**src/rtl/booth_multiplier_dispatcher.sv**
```systemverilog
// Issue stage for the sequential Booth multiplier: buffers tagged operand pairs,
// issues them one at a time and returns each product with its tag on a ready/valid port.
module booth_multiplier_dispatcher #(
    parameter int unsigned DATA_WIDTH = 32,
    parameter int unsigned DEPTH      = 4,
    parameter int unsigned TAG_WIDTH  = 4
) (
    input  logic                        clk_i,
    input  logic                        rst_n_i,
    input  logic                        in_valid_i,
    output logic                        in_ready_o,
    input  logic [DATA_WIDTH-1:0]       in_operand_A_i,
    input  logic [DATA_WIDTH-1:0]       in_operand_B_i,
    input  logic [TAG_WIDTH-1:0]        in_tag_i,
    output logic [DATA_WIDTH-1:0]       mul_operand_A_o,
    output logic [DATA_WIDTH-1:0]       mul_operand_B_o,
    output logic                        mul_valid_entry_o,
    input  logic                        mul_busy_i,
    input  logic                        mul_data_valid_i,
    input  logic [2*DATA_WIDTH-1:0]     mul_result_i,
    output logic                        out_valid_o,
    input  logic                        out_ready_i,
    output logic [2*DATA_WIDTH-1:0]     out_result_o,
    output logic [TAG_WIDTH-1:0]        out_tag_o,
    output logic [$clog2(DEPTH):0]      pending_o,
    output logic                        protocol_err_o
);

    localparam int unsigned AW = $clog2(DEPTH);
    localparam int unsigned CW = $clog2(DEPTH) + 1;
    localparam int unsigned RW = 2 * DATA_WIDTH;

    typedef enum logic [0:0] {
        S_IDLE = 1'b0,
        S_WAIT = 1'b1
    } state_t;

    state_t                 r_state;
    state_t                 w_state_nxt;

    logic [DATA_WIDTH-1:0]  r_mem_a   [DEPTH];
    logic [DATA_WIDTH-1:0]  r_mem_b   [DEPTH];
    logic [TAG_WIDTH-1:0]   r_mem_tag [DEPTH];
    logic [AW-1:0]          r_wr_ptr;
    logic [AW-1:0]          r_rd_ptr;
    logic [CW-1:0]          r_count;

    logic [TAG_WIDTH-1:0]   r_tag_inflight;
    logic                   r_out_valid;
    logic [RW-1:0]          r_out_result;
    logic [TAG_WIDTH-1:0]   r_out_tag;
    logic                   r_err;

    logic                   w_push;
    logic                   w_issue;
    logic                   w_empty;
    logic                   w_capture;
    logic                   w_spurious;

    assign w_empty    = (r_count == CW'(0));
    assign in_ready_o = (r_count < CW'(DEPTH));
    assign w_push     = in_valid_i & in_ready_o;
    assign w_capture  = (r_state == S_WAIT) & mul_data_valid_i;
    assign w_spurious = (r_state == S_IDLE) & mul_data_valid_i;

    // Head of queue is always visible to the multiplier; zero when nothing is queued.
    assign mul_operand_A_o   = w_empty ? DATA_WIDTH'(0) : r_mem_a[r_rd_ptr];
    assign mul_operand_B_o   = w_empty ? DATA_WIDTH'(0) : r_mem_b[r_rd_ptr];
    assign mul_valid_entry_o = w_issue;

    assign out_valid_o    = r_out_valid;
    assign out_result_o   = r_out_result;
    assign out_tag_o      = r_out_tag;
    assign pending_o      = r_count;
    assign protocol_err_o = r_err;

    // FIFO storage (contents are only observed through the occupancy-gated head)
    always_ff @(posedge clk_i) begin
        if (w_push) begin
            r_mem_a[r_wr_ptr]   <= in_operand_A_i;
            r_mem_b[r_wr_ptr]   <= in_operand_B_i;
            r_mem_tag[r_wr_ptr] <= in_tag_i;
        end
    end

    // FIFO pointers and occupancy; pointers wrap naturally at a power-of-two depth
    always_ff @(posedge clk_i or negedge rst_n_i) begin
        if (!rst_n_i) begin
            r_wr_ptr <= AW'(0);
            r_rd_ptr <= AW'(0);
            r_count  <= CW'(0);
        end else begin
            if (w_push) begin
                r_wr_ptr <= r_wr_ptr + AW'(1);
            end
            if (w_issue) begin
                r_rd_ptr <= r_rd_ptr + AW'(1);
            end
            unique case ({w_push, w_issue})
                2'b10:   r_count <= r_count + CW'(1);
                2'b01:   r_count <= r_count - CW'(1);
                default: r_count <= r_count;
            endcase
        end
    end

    always_ff @(posedge clk_i or negedge rst_n_i) begin
        if (!rst_n_i) begin
            r_state <= S_IDLE;
        end else begin
            r_state <= w_state_nxt;
        end
    end

    // Issue only when the output slot will be free by the time the result returns
    always_comb begin
        w_state_nxt = r_state;
        w_issue     = 1'b0;
        unique case (r_state)
            S_IDLE: begin
                if (!w_empty && !mul_busy_i && (!r_out_valid || out_ready_i)) begin
                    w_issue     = 1'b1;
                    w_state_nxt = S_WAIT;
                end
            end
            S_WAIT: begin
                if (mul_data_valid_i) begin
                    w_state_nxt = S_IDLE;
                end
            end
            default: w_state_nxt = S_IDLE;
        endcase
    end

    always_ff @(posedge clk_i or negedge rst_n_i) begin
        if (!rst_n_i) begin
            r_tag_inflight <= TAG_WIDTH'(0);
        end else if (w_issue) begin
            r_tag_inflight <= r_mem_tag[r_rd_ptr];
        end
    end

    // Output slot: a capture wins over a same-cycle handshake
    always_ff @(posedge clk_i or negedge rst_n_i) begin
        if (!rst_n_i) begin
            r_out_valid  <= 1'b0;
            r_out_result <= RW'(0);
            r_out_tag    <= TAG_WIDTH'(0);
        end else if (w_capture) begin
            r_out_valid  <= 1'b1;
            r_out_result <= mul_result_i;
            r_out_tag    <= r_tag_inflight;
        end else if (out_ready_i) begin
            r_out_valid  <= 1'b0;
        end
    end

    always_ff @(posedge clk_i or negedge rst_n_i) begin
        if (!rst_n_i) begin
            r_err <= 1'b0;
        end else if (w_spurious) begin
            r_err <= 1'b1;
        end
    end

endmodule

```
**config.mk**
```make
export PLATFORM = sky130hd
export DESIGN_NAME = booth_multiplier_dispatcher
export DESIGN_NICKNAME = d
export VERILOG_FILES = /design/src/rtl/booth_multiplier_dispatcher.sv
export SDC_FILE = /design/constraint.sdc
export NUM_CORES = 1
export LEC_CHECK = 0
export ABC_AREA = 1
export BUFFER_PORTS_ARGS = -buffer_cell sky130_fd_sc_hd__buf_2
export CORE_ASPECT_RATIO = 2
export CORE_UTILIZATION = 25
export CTS_BUF_LIST = sky130_fd_sc_hd__clkbuf_2 sky130_fd_sc_hd__clkbuf_4 sky130_fd_sc_hd__clkbuf_8
export DETAILED_ROUTE_END_ITERATION = 10
export PLACE_DENSITY_LB_ADDON = 0.12
export SLEW_MARGIN = 15
export SYNTH_ARGS = -nofsm -noshare
export SYNTH_HDL_FRONTEND = slang
export SYNTH_SLANG_ARGS = --single-unit
export TNS_END_PERCENT = 5
```
**constraint.sdc**
```tcl
create_clock -name clk_i -period 5 [get_ports clk_i]
set_input_delay 0.75 -clock clk_i [delete_from_list [all_inputs] [get_ports clk_i]]
set_output_delay 0.75 -clock clk_i [all_outputs]
set_load 0.01 [all_outputs]
```
# After elaboration in Yosys (flattened, before gate mapping)
# Memory sizes are Yosys's and may differ from the RTL's. A register that Yosys moved wholly into a read port is not among the register bits.
# Cells that the tools add are included.
# word_totals
reg_bits,78
latch_bits,0
mem_bits_rw,272
rom_bits,0
inputBits,138
out_inout_bits,139
elab_cells,43
n_memories,3
# mem_list
name,depth,width,read_ports,rd_ports_with_merged_regs,write_ports,line,rtl
r_mem_a,4,32,1,0,1,41,logic [DATA_WIDTH-1:0] r_mem_a [DEPTH];
r_mem_b,4,32,1,0,1,42,logic [DATA_WIDTH-1:0] r_mem_b [DEPTH];
r_mem_tag,4,4,1,1,1,43,logic [TAG_WIDTH-1:0] r_mem_tag [DEPTH];
# classes
add_sub_neg,4
n_mul,0
div,0
magnitude_cmp,1
eq_ne,2
shifts,0
mux,11
bitwise,4
reduce_logical,10
# op_table
operator,n
32-bit 2-to-1 mux,2
1-bit 2-to-1 mux,7
3-bit case mux with 2 select lines,1
"2-bit by 1-bit adder with 2-bit output, second input constant",2
1-bit logical NOT,4
2-bit nonzero test,2
"3-bit by 1-bit adder with 3-bit output, second input constant",1
1-bit bitwise AND,3
3-bit logical NOT,1
"3-bit less-than comparator, second input constant",1
"3-bit by 1-bit subtractor with 3-bit output, second input constant",1
"2-bit by 1-bit equality test with 1-bit output, second input constant",1
"2-bit equality test, second input constant",1
1-bit logical AND,2
1-bit case mux with 2 select lines,1
1-bit logical OR,1
1-bit inverter,1

# Logic depth before layout (Yosys ltp)
# Gate-level depths: netlist of the first run.
# depth
ltp_word,8
depth_mapped,12
ltp_nobuf,12

# Worst setup path before layout of the first run
# OpenSTA, ideal clock, no wires.
# synth_timing
path_type,input port to flip-flop
startpoint,input port in_valid_i
endpoint,memory r_mem_a[0][0] (enable)
setup_time_ns,0.495
t_arrival_ns,3.776
t_required_ns,4.505
slack_ns,0.730
stages,2
path_buffers,0
path_cell_list,nand2_1 nor2_1
# synth_between
elab_chain_len,3
# synth_lines
item,line,rtl
"start, declared",10,"input logic in_valid_i,"
1-bit bitwise AND,62,assign w_push = in_valid_i & in_ready_o;
1-bit 2-to-1 mux,79,if (w_push) begin
1-bit 2-to-1 mux (implied by the code),80,r_mem_a[r_wr_ptr] <= in_operand_A_i;
"end, declared",41,
# Every way passes these cells.

# Final worst setup path of the first run
# layout_timing
startpoint,register r_rd_ptr[1]
endpoint,output port mul_operand_B_o[29]
# layout_between
elab_chain_len,2
# layout_lines
item,line,rtl
"start, declared",45,logic [AW-1:0] r_rd_ptr;
"start signal, assigned",97,r_rd_ptr <= r_rd_ptr + AW'(1);
memory 4 x 32 bit,n/a,
32-bit 2-to-1 mux,68,assign mul_operand_B_o = w_empty ? DATA_WIDTH'(0) : r_mem_b[r_rd_ptr];
"end, declared",16,"output logic [DATA_WIDTH-1:0] mul_operand_B_o,"
# Every way passes these cells.

==> results.txt, run 1 <==
The flow ran to the end, and the final reports show no timing, DRC or antenna violations. The overall die area came out at 56300 um^2. The final standard cell area without fillers came out at 17000 um^2.

The final route contains 8868 vias. Of the post-synthesis cell area, the dominant cell type holds 0.590. The power per cell area is 606 nW/um^2. Clock skew on the completed layout was measured at 18.2 ps. The library cell contributing the largest single delay on the critical path is sky130_fd_sc_hd__inv_2. At the pin with the least slew margin, the transition time is 1030 ps. The number of hold-slack violations in the final timing report came out at 0. In this run the number of cells on the critical path is 7.

The worst path needs 3520 ps of the cycle, external delays included. During placement, the flow inserted port buffers numbering 276. Leaving out fill and tap cells, the most frequent cells in the layout are 275 x sky130_fd_sc_hd__buf_2, 272 x sky130_fd_sc_hd__edfxtp_1, 258 x sky130_fd_sc_hd__nor2_1, 120 x sky130_fd_sc_hd__o21ai_0, 80 x sky130_fd_sc_hd__dfrtp_1. The post-synth net total is 1186. The synthesized-area fraction occupied by and/or/nand/nor cells is 0.0894.

The number of I/O pins came out at 277. The vias per cell came out at 4.33. The share of synthesized flip-flops with an asynchronous set or reset came out at 0.232.

The clock transition at the registers of the reported paths is 70 ps. The estimated wirelength of the detail-placed design is 21200 um. The peak fanout along the critical path is 41. The fraction of the cycle the final worst path needs is 0.703. Wires add up to 36700 um.

The compound-cell area share of the yosys netlist is 0.0714. By area, the combinational part of the netlist is dominated by simple AND/OR/NAND/NOR gates. Traced cell by cell, the critical path runs through buf_4 -> inv_2 -> buf_12 -> nor2_1 -> o21ai_0 -> a21oi_1 -> buf_2. The startpoint type of the worst setup path is a flip-flop. The DRC marker count from the first detailed-route iteration is 425. The initial antenna violation count is 11. The post-synthesis sequential area ratio is 0.739.

The x dimension of the die is 168 um. The TritonCTS sink count came out at 354. Setup repair after global routing left no endpoint under its margin. The portion of netlist area occupied by mux cells came out at 0.0578.

The launching instance or port of the critical path is r_rd_ptr[1]. The cell area that synthesis handed to floorplanning was 13800 um^2. The first global-routing pass estimated 54700 um of wire. The chip height came out at 335 um. The cell sitting at the root of the clock tree is a sky130_fd_sc_hd__clkbuf_8. The Yosys warning count came out at 0. The biggest area contributor in the post-synthesis netlist is sky130_fd_sc_hd__edfxtp_1.

Yosys mapped a number of flops with a built-in enable equal to 272. The clock passes through at most 3 buffers. Headroom to the max-slew limit came out at 0.314. The antenna violation net count after detailed routing came out at 0. In this run the critical register-to-register path is captured at r_mem_b[1][11]. The number of storage elements in the synthesis netlist is 354. The worst-skew pair later-pin latency is 630 ps.

The global-route usage over all layers came out at 0.129. The fraction of synthesized cell area in xor and xnor cells is 0.00190. Among all flip-flop cells after synthesis, the most frequent one is sky130_fd_sc_hd__edfxtp_1. The via count of the first global-routing pass came out at 9005. The global placement routability congestion came out at 0.684. Data on the critical path is required at its endpoint by 4250 ps. In this run the critical register-to-register path is launched from pending_o[2]. For this run, the detailed router's first-pass iteration total came to 4. Dividing the detail-routed wire length by the instance count gives 17.9 um. Of the total synthesized cell area, the portion taken by full adders, half adders and majority gates is 0.00597. The initial cell density of the core is 0.254. The net count reported at finish is 1474. The setup slack of the most critical reg-to-reg path came out at 2470 ps. Entering global routing, the biggest net connects 75 pins. The fmax is 284 MHz. The library cell used most frequently in the layout, excluding fill and tap cells, is sky130_fd_sc_hd__buf_2. The instance area at placement is 15900 um^2. The total setup violations reported at the end of the flow is 0.

By area the synthesized netlist is led by sky130_fd_sc_hd__edfxtp_1 59%, sky130_fd_sc_hd__dfrtp_1 15%, sky130_fd_sc_hd__nor2_1 7.1%, sky130_fd_sc_hd__mux2_2 4.8%, sky130_fd_sc_hd__o21ai_0 4.3%. The static leakage came out at 6.65 nW. For this run, design rule violations remaining after detail routing come to 0. The number of buffer and inverter stages on the critical path came out at 4. The post-synthesis cell type count is 25. The worst setup path is of the reg -> out kind. The number of pins with negative max-slew slack in the final report is 0. In this run the worst hold path is classified as in -> reg. The hold path startpoint is in_operand_B_i[23].

Counting the buffers created by CTS gives 54. Post-CTS repair changed the size of 0 cells. The hold buffer count at CTS is 1.

The share of cells above drive strength 1 came out at 0.334. The core region is 54500 um^2. TritonCTS built the clock tree. The worst register-to-register path has a depth of 4. Final hold analysis gives a worst-case slack of 331 ps. The synthesized area divided by synthesized cell count is 13.3 um^2. Synthesis produced a netlist whose cell count is 1042. The number of H-tree branching levels is 2. From synthesis to final layout, the design area changed by 23.1%. The setup fix buffers added after clock tree synthesis is 0. The aggregate negative setup slack is 0 ps. Across the VDD grid, the largest voltage drop is 0.301 mV. The cell row count is 121.

At the worst endpoint, the arrival time is 2770 ps. The utilization after layout came out at 0.312. The kind of cell adding the most delay to the critical path is buffers and inverters. The critical path's largest stage delay is 410 ps. STA classifies the critical path endpoint as an output pin. Max-cap violations in this run came to 0.

The leftover overflow at the end of global routing came out at 0. The most critical setup path has its endpoint at mul_operand_B_o[29].
==> area by class of cell <==
type	instances	area [um^2]
diodes	2	5.00
clock buffers	80	945
inverters	33	126
multi-input cells	596	3170
fillers	5518	37500
repair buffers	291	1570
well taps	676	846
flip-flops and latches	354	10200
clock inverters	17	134
==> sequential cells by signal (all words and copies together), names as in the netlist <==
| name | cells |
|---|---|
| protocol_err_o | 1 |
| r_wr_ptr | 2 |
| out_tag_o | 4 |
| r_tag_inflight | 4 |
| r_mem_a | 128 |
| r_rd_ptr | 2 |
| r_mem_b | 128 |
| pending_o | 3 |
| r_mem_tag | 16 |
| out_result_o | 64 |
| r_state | 1 |
| out_valid_o | 1 |
==> power breakdown <==
group | internal [W] | leakage (nW) | switching, W
Combinational | 0.00141 | 2.63 | 0.00244
Sequential | 0.00382 | 3.44 | 0.000205
Clock | 0.00131 | 0.579 | 0.00114
Total | 0.00654 | 6.65 | 0.00378
==> per-layer routing <==
metal / vias to the layer above / part of all wire / track usage
met3: 89 / 0.065 / 0.0340
met2: 313 / 0.50 / 0.231
met5: - / 0.0028 / 0
li1: 4223 / - / -
met1: 4229 / 0.40 / 0.142
met4: 14 / 0.037 / 0.0586
==> cell usage after synthesis, types with 2 or more instances <==
library cell / n
sky130_fd_sc_hd__o21ai_1: 10
sky130_fd_sc_hd__buf_4: 18
sky130_fd_sc_hd__buf_2: 13
sky130_fd_sc_hd__o21ai_0: 120
sky130_fd_sc_hd__inv_1: 31
sky130_fd_sc_hd__dfrtp_1: 82
sky130_fd_sc_hd__ha_1: 5
sky130_fd_sc_hd__nor2_1: 263
sky130_fd_sc_hd__edfxtp_1: 272
sky130_fd_sc_hd__clkbuf_1: 20
sky130_fd_sc_hd__mux2_4: 9
sky130_fd_sc_hd__nand2_1: 40
sky130_fd_sc_hd__inv_2: 2
sky130_fd_sc_hd__buf_6: 7
sky130_fd_sc_hd__a21oi_1: 66
sky130_fd_sc_hd__nand3_1: 16
sky130_fd_sc_hd__mux2_2: 59
sky130_fd_sc_hd__xor2_1: 2
==> logic make-up (layout without fill, tap and decap cells) <==
family	count (synthesis)	after routing
other	0	2
and+or+nand+nor	322	322
muxes	68	68
DFF	354	354
adders and majority gates	6	6
xor gates and xnor gates	3	3
buffers and inverters	92	421
AOI/OAI and AO/OA	197	197
==> stage by stage <==
| step | instances | power (W) | setup slack [ps] |
|---|---|---|---|
| detailed placement | 1949 | 0.00808 | 2060 |
| CTS | 2047 | 0.0106 | 1330 |
| global route | 2049 | 0.0111 | 1280 |
| global placement | 1949 | 0.00807 | 2080 |
| floorplan | 1042 | 0.00648 | 730 |
| finish | 2049 | 0.0103 | 1480 |
==> worst min path at each step <==
stage          slack, ps               to  cells past startpoint
5_1_grt              290   r_mem_a[1][27]                      1
4_1_cts              260  r_mem_tag[1][2]                      1
3_5_place_dp         460   protocol_err_o                      1
3_3_place_gp         440   protocol_err_o                      1
2_1_floorplan        450  out_result_o[0]                      0
6_report             330   r_mem_b[1][23]                      1
Note: power is estimated with default switching activity, not from simulation.
==> inputs of run 2 (changes only) <==
==> constraint.sdc (replaced) <==
create_clock -name clk_i -period 3.65 [get_ports clk_i]
set_input_delay 0.5475 -clock clk_i [delete_from_list [all_inputs] [get_ports clk_i]]
set_output_delay 0.5475 -clock clk_i [all_outputs]
set_load 0.01 [all_outputs]
==> results.txt, run 2 (synthesis results as in run 1) <==
The final standard cell area without fillers is 17300 um^2 (+1.6%). The count of fill cells added during filler insertion is 5524 (+0.11%). The worst-skew pair later-pin latency came to 640 ps (about the same). The setup fix buffers added after clock tree synthesis came to 0 (unchanged).

The hold buffer count at CTS was 0 (-1). The fraction of the cycle the final worst path needs came out at 0.823. The vias per cell is 4.35 (+0.61%). The number of hold-slack violations in the final timing report is 0 (unchanged). The count of input and output buffers is 276 (unchanged). The flow ran to the end, and the final reports show no timing, DRC or antenna violations. The area used by multi-input combinational logic is 3170 um^2 (unchanged).

The wire length per cell is 18.2 um (+1.5%). Setup repair after global routing left no endpoint under its margin. The via count of the first global-routing pass came out at 9176 (+1.9%). The total via count after detailed routing came out at 8983 (+1.3%).

The share of cells above drive strength 1 is 0.339 (+0.00457). The clock period minus final worst setup slack came out at 3000 ps. The cell row count came out at 121 (unchanged).

The sequential cell area came out at 10200 um^2 (unchanged). The post-CTS resize count is 0 (unchanged). The chip height is 335 um (unchanged). The critical path's largest stage delay came out at 610 ps (+200 ps).

The utilization after layout came out at 0.317 (+0.00512). The total wirelength of the detailed-routed design came out at 37500 um (+2.2%). The leftover overflow at the end of global routing is 0 (unchanged). Leaving out fill and tap cells, the most frequent cells in the layout are 275 x sky130_fd_sc_hd__buf_2, 272 x sky130_fd_sc_hd__edfxtp_1, 258 x sky130_fd_sc_hd__nor2_1, 120 x sky130_fd_sc_hd__o21ai_0, 80 x sky130_fd_sc_hd__dfrtp_1. The CTS tree is done. The number of iterations in the first detailed-routing pass came out at 4 (unchanged). The number of I/O pins came out at 277 (unchanged).

The x dimension of the die is 168 um (unchanged). The maximum number of pins on one net before global-route repair is 138 (+84%). The area growth from synthesis to layout came out at 25.1%. The wire length of the first global-routing pass is 55800 um (+1.9%). Leaving out fill and tap cells, the most frequent cell in the layout is sky130_fd_sc_hd__buf_2. The net count reported at finish came out at 1484 (+0.68%).

The number of H-tree branching levels is 2 (unchanged). The path class of the tightest hold or removal check is in -> async. The estimated wirelength of the detail-placed design is 23000 um (+8.3%).

The overall die area came out at 56300 um^2 (unchanged). The number of pins with negative max-slew slack in the final report is 0 (unchanged). The initial cell density of the core was 0.254 (unchanged).

The worst setup path is captured at an output pin. The fmax came out at 333 MHz. Traced cell by cell, the critical path runs through inv_2 -> buf_4 -> nor2_1 -> o21ai_0 -> a21oi_1 -> buf_2.

The worst-case headroom to the max-slew limit came out at 0.374 (+0.0600). The maximum root-to-sink buffer count was 3 (unchanged). The number of buffer and inverter stages on the critical path is 3 (-1).

STA classifies the critical path startpoint as a flip-flop. The count of unresolved DRC violations after routing came to 0 (unchanged). The TritonCTS sink count is 354 (unchanged).

The antenna violation net count after detailed routing is 0 (unchanged). The signal arrival time at the worst endpoint came out at 2460 ps (-310 ps). The DRC marker count from the first detailed-route iteration came to 361 (-15%). The tree is rooted in a sky130_fd_sc_hd__clkbuf_8. The largest clock skew in the final design is 23.5 ps (+5.28 ps). The global placement routability congestion was 0.678 (-0.83%). The number of clock buffers inserted by TritonCTS was 55 (+1.9%). The pin slew with the least headroom to its limit came out at 939 ps (-90.0 ps). The worst setup slack after layout came out at 646 ps (-839 ps).

The clock transition at the registers of the reported paths is 70 ps (about the same). The initial antenna violation count came out at 9 (-2). The power per cell area is 842 nW/um^2 (+39%). The data required time at the worst endpoint is 3100 ps (-1150 ps). The total setup violations reported at the end of the flow is 0 (unchanged). The peak fanout along the critical path is 31 (-24%). The number of max-cap violations is 0 (unchanged). The area of the core is 54500 um^2 (unchanged). The global-route usage over all layers came out at 0.132 (+0.00239).

The setup slack at placement came out at 1180 ps (-883 ps). The setup path with the least slack is of type reg -> out. Among cell families on the critical path, the largest total delay comes from buffers and inverters. The static leakage is 6.78 nW (+1.9%).

The maximum resistive drop on vdd came out at 0.549 mV (+82%). The instance area at placement came out at 16100 um^2 (+1.0%). The slowest stage of the critical path is the sky130_fd_sc_hd__inv_2 cell.
==> run 2: area by class of cell <==
type,count,area share
sequential,354,0.591
multi-input combinational,596,0.183
clock inverter,24,0.0145
clock buffer,78,0.0552
timing repair buffer,300,0.0998
inverter,33,0.00730
tap,676,0.0489
antenna,2,0.000289
==> run 2: metal layers <==
layer / global-route usage / wire length (um) / vias to the layer above
met4: 0.0534 / 1130 / 14
met1: 0.142 / 14800 / 4322
met2: 0.239 / 18900 / 310
li1: - / - / 4256
met5: 0 / 104 / -
met3: 0.0376 / 2620 / 81
==> run 2: path summary, 6_finish.rpt <==
| path | cells past startpoint | slack [ps] | from | end |
|---|---|---|---|---|
| worst max-delay path | 6 | 650 | r_rd_ptr[1] | mul_operand_B_o[6] |
| max in group asynchronous | 2 | 2890 | rst_n_i | out_result_o[52] |
| worst max register to register | 4 | 1350 | pending_o[2] | r_mem_a[1][12] |
| min in group clk_i | 1 | 110 | in_operand_A_i[0] | r_mem_a[2][0] |
| worst min register to register | 1 | 470 | protocol_err_o | protocol_err_o |
| worst min-delay path | 1 | 50 | rst_n_i | out_result_o[23] |
==> run 2: per-stage QoR <==
stage          power, W  std cells  hold WS, ps  setup TNS [ps]
2_1_floorplan   0.00887       1042          252         -130640
5_1_grt          0.0156       2063         74.2               0
3_3_place_gp     0.0112       1959          441               0
4_1_cts          0.0150       2061         48.8               0
6_report         0.0146       2063         52.5               0
3_5_place_dp     0.0112       1959          449               0
==> run 2: power breakdown <==
part | switching (W) | internal (W) | leakage, nW | total [W]
sequential | 0.000288 | 0.00523 | 3.44 | 0.00552
combinational | 0.00336 | 0.00203 | 2.71 | 0.00539
clock | 0.00162 | 0.00205 | 0.631 | 0.00366
total | 0.00527 | 0.00930 | 6.78 | 0.0146
==> run 2: worst register-to-register path: stages (launching register included) <==
cell                      delay (ps)
sky130_fd_sc_hd__dfrtp_1         420
sky130_fd_sc_hd__inv_1           150
sky130_fd_sc_hd__nand2_1         320
sky130_fd_sc_hd__nor2_4          640
sky130_fd_sc_hd__buf_4           430
